[src/rtl/ctrl_clkgen.sv]
// ctrl_clkgen: qualifies PLL lock over a hold-off, sequences a synchronous
// downstream reset and drives CHANNELS phase-aligned clock-enable strobes,
// each with a runtime-programmable divider (ratio = div+1).
// Optional feature macro: CTRL_CLK_SYNCLOAD_EN -- divider writes go to a
// shadow register and reach the active divider only at the channel's wrap.

// One divider channel: active divider, optional shadow, wrap counter, strobe.
module ctrl_clkgen_lane #(
    parameter int DIV_W    = 8,
    parameter int DIV_INIT = 0
) (
    input  logic             clk,
    input  logic             rst,
    input  logic             hold,   // registered rst_out: writes land immediately
    input  logic             clr,    // counter held at zero (reset out now or next)
    input  logic             we,
    input  logic [DIV_W-1:0] val,
    output logic             ce
);
    logic [DIV_W-1:0] cnt;
    logic [DIV_W-1:0] act;
    logic             wrap;
    logic             restart;

    assign wrap = !clr && (cnt == act);

`ifdef CTRL_CLK_SYNCLOAD_EN
    logic [DIV_W-1:0] shd;

    // Shadowed divider: active value only changes on a wrap, so no period is cut short
    always_ff @(posedge clk) begin
        if (rst) begin
            act <= DIV_W'(DIV_INIT);
            shd <= DIV_W'(DIV_INIT);
        end else if (we && hold) begin
            act <= val;
            shd <= val;
        end else begin
            if (we)   shd <= val;
            if (wrap) act <= shd;
        end
    end

    assign restart = 1'b0;
`else
    // Direct divider: a write takes effect at once and restarts the period
    always_ff @(posedge clk) begin
        if (rst)     act <= DIV_W'(DIV_INIT);
        else if (we) act <= val;
    end

    assign restart = we;
`endif

    // Wrap counter: one-cycle strobe each time cnt reaches the active divider
    always_ff @(posedge clk) begin
        if (rst || clr || restart) begin
            cnt <= '0;
            ce  <= 1'b0;
        end else if (cnt == act) begin
            cnt <= '0;
            ce  <= 1'b1;
        end else begin
            cnt <= cnt + 1'b1;
            ce  <= 1'b0;
        end
    end
endmodule

module ctrl_clkgen #(
    parameter int CHANNELS = 3,
    parameter int DIV_W    = 8,
    parameter int DIV_INIT = 0,
    parameter int LOCK_CYC = 1024,
    localparam int SEL_W   = (CHANNELS > 1) ? $clog2(CHANNELS) : 1,
    localparam int HC_W    = (LOCK_CYC > 1) ? $clog2(LOCK_CYC) : 1
) (
    input  logic                clk,
    input  logic                rst,
    input  logic                pll_locked,
    input  logic                div_we,
    input  logic [SEL_W-1:0]    div_sel,
    input  logic [DIV_W-1:0]    div_val,
    output logic [CHANNELS-1:0] ce,
    output logic                rst_out,
    output logic                locked_out
);
    typedef enum logic [1:0] {S_WAIT, S_COUNT, S_RUN} state_t;

    state_t          st, st_nxt;
    logic [HC_W-1:0] hcnt, hcnt_nxt;
    logic            lk_m, lk_s;
    logic            clr;
    logic            sel_ok;

    // Two-flop synchroniser for the asynchronous PLL lock flag
    always_ff @(posedge clk) begin
        if (rst) begin
            lk_m <= 1'b0;
            lk_s <= 1'b0;
        end else begin
            lk_m <= pll_locked;
            lk_s <= lk_m;
        end
    end

    // State, hold counter and registered reset/lock outputs
    always_ff @(posedge clk) begin
        if (rst) begin
            st         <= S_WAIT;
            hcnt       <= '0;
            rst_out    <= 1'b1;
            locked_out <= 1'b0;
        end else begin
            st         <= st_nxt;
            hcnt       <= hcnt_nxt;
            rst_out    <= (st_nxt != S_RUN);
            locked_out <= (st_nxt == S_RUN);
        end
    end

    // Next state. hcnt counts qualified lk_s cycles including the one seen
    // in WAIT, so reset releases exactly LOCK_CYC cycles after lk_s rises.
    always_comb begin
        st_nxt   = st;
        hcnt_nxt = hcnt;
        case (st)
            S_WAIT: begin
                hcnt_nxt = '0;
                if (lk_s) begin
                    if (LOCK_CYC == 1) begin
                        st_nxt = S_RUN;
                    end else begin
                        st_nxt   = S_COUNT;
                        hcnt_nxt = HC_W'(1);
                    end
                end
            end
            S_COUNT: begin
                if (!lk_s) begin
                    st_nxt   = S_WAIT;
                    hcnt_nxt = '0;
                end else if (hcnt == HC_W'(LOCK_CYC - 1)) begin
                    st_nxt   = S_RUN;
                    hcnt_nxt = '0;
                end else begin
                    hcnt_nxt = hcnt + 1'b1;
                end
            end
            S_RUN: begin
                if (!lk_s) st_nxt = S_WAIT;
            end
            default: begin
                st_nxt   = S_WAIT;
                hcnt_nxt = '0;
            end
        endcase
    end

    // Counters clear on the edge that enters reset as well as while in it,
    // so the strobes drop together with rst_out on loss of lock.
    assign clr    = rst_out || (st_nxt != S_RUN);
    assign sel_ok = ({1'b0, div_sel} < (SEL_W + 1)'(CHANNELS));

    for (genvar i = 0; i < CHANNELS; i++) begin : g_lane
        ctrl_clkgen_lane #(
            .DIV_W    (DIV_W),
            .DIV_INIT (DIV_INIT)
        ) u_lane (
            .clk  (clk),
            .rst  (rst),
            .hold (rst_out),
            .clr  (clr),
            .we   (div_we && sel_ok && (div_sel == SEL_W'(i))),
            .val  (div_val),
            .ce   (ce[i])
        );
    end
endmodule

[config.mk]
export PLATFORM = sky130hd
export DESIGN_NAME = ctrl_clkgen
export DESIGN_NICKNAME = d
export VERILOG_FILES = /design/src/rtl/ctrl_clkgen.sv
export SDC_FILE = /design/constraint.sdc
export NUM_CORES = 1
export LEC_CHECK = 0
export BUFFER_PORTS_ARGS = -buffer_cell sky130_fd_sc_hd__buf_2
export CAP_MARGIN = 20
export CORE_MARGIN = 4
export CORE_UTILIZATION = 50
export CTS_BUF_LIST = sky130_fd_sc_hd__clkbuf_4
export CTS_CLUSTER_SIZE = 28
export DETAILED_ROUTE_END_ITERATION = 10
export PLACE_DENSITY_LB_ADDON = 0.08
export SYNTH_ARGS = -nofsm -noshare
export SYNTH_HDL_FRONTEND = slang
export SYNTH_SLANG_ARGS = --single-unit
[constraint.sdc]
create_clock -name clk -period 1.8 [get_ports clk]
set_input_delay 0.18 -clock clk [delete_from_list [all_inputs] [get_ports clk]]
set_output_delay 0.18 -clock clk [all_outputs]
set_load 0.03 [all_outputs]
Word level (Yosys, flattened, before mapping)
Cells that the tools add are included.

$add $sub $neg: 4. $lt $le $gt $ge: 1. Eq/ne operators: 10. Multiplexer cells: 12. Reduce and logical (&&, ||, !) cells: 14.

Operator list (number): one-hot mux 10 bit (3 select lines) (1); adder 8 x 1 -> 8 bit (second input constant) (3); == test 8 bit (3); two-way mux 10 bit (2); adder 10 x 1 -> 10 bit (second input constant) (1); == test 10 bit (second input constant) (1); two-way mux 2 bit (4); == test 2 bit (second input constant) (3); one-hot mux 2 bit (3 select lines) (1); OR reduction 2 bit (3); logical OR 1 bit (5); == test 2 x 1 -> 1 bit (second input constant) (2); logical AND 1 bit (4); zero test 2 bit (2); two-way mux 1 bit (4); < comparator 2 bit (second input constant) (1); != test 2 bit (second input constant) (1).

Bits in registers: 67. Input bits: 14. Logic and storage cells: 56.

Logic depth before layout (Yosys ltp)
Depth after elaboration: 9. Gate-level depth with buffers: 6. Gate-level depth less buffers: 5.

Cells and area by module
From an unflattened synthesis, not the netlist that was laid out.

Cell total of the unflattened synthesis: 299. Area total of the unflattened synthesis: 2970.3 um^2.

By module, submodules not included: ctrl_clkgen_lane (instances 3, cells an instance 71, area each 734.5 um^2); ctrl_clkgen (instances 1, cells an instance 86, area each 767.0 um^2).

Worst setup path before layout
OpenSTA, ideal clock, no wires.

Path type: register to register. From: register hcnt[0]. To: register hcnt[5]. Library setup time: 0.062 ns. Data arrival time: 1.495 ns. Data required time: 1.738 ns. Setup slack: 0.243 ns. Stages on the path, launching flop included: 6. Period minus slack after synthesis: 1.557 ns. Cell sequence: dfxtp_1 ha_1 nand3_1 o31a_1 or4b_1 nand3_1.

Cells in the longest elaborated chain, start to end: 4. Elaborated cells between the ends (all ways): 5.

RTL lines: start: declaration (line 91) `logic [HC_W-1:0] hcnt, hcnt_nxt;`; start signal: assignment (line 116) `hcnt <= hcnt_nxt;`; adder 10 x 1 -> 10 bit or == test 10 bit (tied branches) (line 147, 143); two-way mux 10 bit * (line 143) `end else if (hcnt == HC_W'(LOCK_CYC - 1)) begin`; two-way mux 10 bit * (line 140) `if (!lk_s) begin`; one-hot mux 10 bit (3 select lines) * (line 127) `case (st)`.

Every way passes the cells marked *; elsewhere a longest branch is shown, timed or not. A chain may end at the register's enable or synchronous reset.

Worst setup path in the final report
From: register hcnt[1]. To: register g_lane[1].u_lane.cnt[2].

Cells in the longest elaborated chain, start to end: 9.

RTL lines: == test 10 bit (line 143); two-way mux 2 bit (line 143); two-way mux 2 bit (line 140); one-hot mux 2 bit (3 select lines) (line 127); != test 2 bit (line 162) `assign clr = rst_out || (st_nxt != S_RUN);`; logical OR 1 bit (line 162); logical OR 1 bit (2 in a row) (line 57) `if (rst || clr || restart) begin`; OR reduction 2 bit (no source line); end signal: assignment (line 64) `cnt <= cnt + 1'b1;`; end: declaration (line 20) `logic [DIV_W-1:0] cnt;`.

Every way passes these cells.

==> results.yml <==
cells_and_area:
  syn2layout_area_growth_pct: 12.0
  n_fill_cell: 517
  final_cell_mix: "65 x nand2_1, 64 x dfxtp_1, 36 x xnor2_1"
  drive_gt1_share_pct: 17.8
  num_antenna_cells: 0
  fin_nets: 379
  stdcell_count: 438
  stdcell_area_sq_um: 3320
  final_common_cell: "nand2_1"
die:
  dieArea_sq_um: 7220
  die_x_microns: 85.0
  ios: 19
  start_util_pct: 52.5
  coreArea_sq_um: 5640
  dieHeight_microns: 85.0
  rows: 27
setup_path:
  slowest_delay_ns: 0.39
  critical_path_class: "reg -> reg"
  required_ns: 2.12
  crit_slowest_cell: "dfxtp_1"
  cp_num_cells: 6
  path_cells: "ha_2 -> nand3_2 -> nor4_4 -> o21ai_2 -> buf_4 -> nor4_1"
  path_delay_family: "simple AND/OR/NAND/NOR gates"
  critPathCaptureType: "flop"
  worst-path-max-fanout: 8
  cp-start-kind: "flop"
  worstPathArrival_ns: 1.98
  ff2ff_path_depth: 6
  path_buf_inv: 1
logic_synthesis:
  syn-num-nets: 350
  synth.area.top_cells: "dfxtp_1 45%, xnor2_1 11%, nand2_1 8.2%, a21oi_1 5.1%, nor4_1 3.4%"
  synth_seq_cells: 67
  seq_area_frac_synth_pct: 45.3
  synth_cell_type_count: 45
  synth_edf_count: 0
  syn_inst: 332
  synth_flop_cell: "dfxtp_1"
  async_reset_ff_share_pct: 0
  yosysTopAreaCellShare_pct: 45.3
  syn_area_per_cell_sq_um: 8.93
  syn_area_sq_um: 2960
  synth-warning-count: 0
  synth_top_area_cell: "dfxtp_1"
sta:
  slew_headroom_pct: 64.2
  max_freq_mhz: 603
  min_period_ns: 1.66
  final_hold_viol_count: 0
  drv_slew: 0
  tightest_slew_ns: 0.537
  period_share_pct: 92.2
  clock_skew_ns: 0.0270
  finalSetupViolCount: 0
global_route:
  grt_pass1_vias: 2385
  grt_overflow: 0
  grt_first_pass_wirelength_microns: 11000
  antenna_found_initial: 0
  track_usage_pct: 18.9
  grt_max_degree: 30
placed_design:
  hpwl_microns: 4440
  place.gp.congestion: 0.789
  port_buffers: 18
  placed_cells: 420
  place_area_sq_um: 3170
clock_network:
  cts-buffers-inserted: 9
  htreeDepth: 3
  clockBufferDepth: 2
  clk_pin_slew_ns: 0.13
  clock_sinks: 67
  clk_latency_ns: 0.42
  cts_tree: "done"
  clockRootBuffer: "clkbuf_4"
  post_cts_buffers: 0
power_and_ir_drop:
  cellPowerDensity_nw_per_um2: 765
  ir_worst_vdd_mv: 0.438
  power_leakage_nw: 1.14
run_status:
  status: "finished clean"
detailed_routing:
  drcViolationCount: 0
  drtIter0Drc: 90
  vias: 2391
  antenna_left: 0
  wl_per_cell_microns: 14.4
  drt-vias-per-instance: 5.46
  drt-total-wl_microns: 6320
  firstDrtPassIters: 4
worst_hold_path:
  holdCritPathClass: "in -> reg"
  holdPathStages: 3
job:
  drv_cap: 0
==> cell type report <==
class / count / area [sq um] / area share, %
well taps: 72 / 90.1 / 2.71
repair buffers: 32 / 200 / 6.03
flip-flops and latches: 67 / 1350 / 40.5
clock buffers: 9 / 67.6 / 2.03
inverters: 3 / 11.3 / 0.339
multi-input cells: 248 / 1560 / 47.1
clock inverters: 7 / 42.5 / 1.28
==> registers in the layout, indices dropped and copies added, names as in the netlist <==
signal	count
g_lane.u_lane.act	24
g_lane.u_lane.ce	3
g_lane.u_lane.cnt	24
hcnt	10
lk_m	1
lk_s	1
locked_out	1
rst_out	1
st	2
==> timing repair <==
action | in CTS | in global routing
hold buffers | 1 | 1
hold endpoints to repair | 1 | 1
setup endpoints to repair | 0 | 19
gates resized for setup | 0 | 7
==> routing by layer <==
metal,wire (microns),vias up,track usage (%)
li1,-,1224,-
met1,3010,1125,23.7
met2,3000,32,31.1
met3,224,10,6.12
met4,87,0,5.47
met5,0,-,0
==> where the power goes <==
part	leakage (nW)	switching, mW	total (mW)	internal, mW
clock network	0.0595	0.562	0.838	0.276
logic	0.535	0.114	0.186	0.0722
registers	0.543	0.0144	1.52	1.50
==> cells by family after synthesis <==
| family | count (synthesis) | share of synthesized area [%] |
|---|---|---|
| AND/OR/NAND/NOR | 156 | 28.8 |
| AO/OA/AOI/OAI | 44 | 8.44 |
| flip-flops | 67 | 45.3 |
| adder cells (fa/ha/maj) | 4 | 1.69 |
| buffers and inverters | 17 | 2.83 |
| XOR/XNOR | 44 | 13.0 |
==> per-stage QoR <==
| stage | setup WS, ns | hold slack (ns) | TNS (ns) | total power, mW | utilization, % |
|---|---|---|---|---|---|
| floorplan | 0.243 | 0.308 | 0 | 1.65 | - |
| global placement | 0.150 | 0.404 | 0 | 1.73 | 56.1 |
| detailed placement | 0.0616 | 0.409 | 0 | 1.73 | 56.1 |
| CTS | 0.0332 | 0.00739 | 0 | 2.56 | 58.3 |
| global route | -0.00216 | 0.00118 | -0.00428 | 2.66 | 58.9 |
| finish | 0.141 | 0.0237 | 0 | 2.54 | 58.9 |
==> synth_stat cells, drive strengths merged, types with 2 or more instances <==
cell and instances:
nor3 7, and3 5, nor3b 2, nand3 14, nand2 65, a21oi 30
nor2b 3, nor2 11, or2 3, ha 4, nand4 9, a22o 2
dfxtp 67, o21ai 6, buf 5, xor2 8, and4 4, xnor2 36
clkbuf 9, inv 3, nor4 22
==> worst paths after layout <==
kind                                           start  slack [ns]                                    to
worst max-delay path            hcnt[1]$_SDFFE_PP0P_        0.14    g_lane[1].u_lane.cnt[2]$_SDFF_PP0_
worst min-delay path                      div_val[0]        0.02  g_lane[2].u_lane.act[0]$_SDFFE_PP0P_
worst max register to register  hcnt[1]$_SDFFE_PP0P_        0.14    g_lane[1].u_lane.cnt[2]$_SDFF_PP0_
worst min register to register       lk_m$_SDFF_PP0_        0.46                       lk_s$_SDFF_PP0_
==> worst min-delay path: stages <==
cell and delay [ns]:
buf_2 0.13, nand2_1 0.06, a21oi_1 0.05
(Power assumes the default switching activity.)
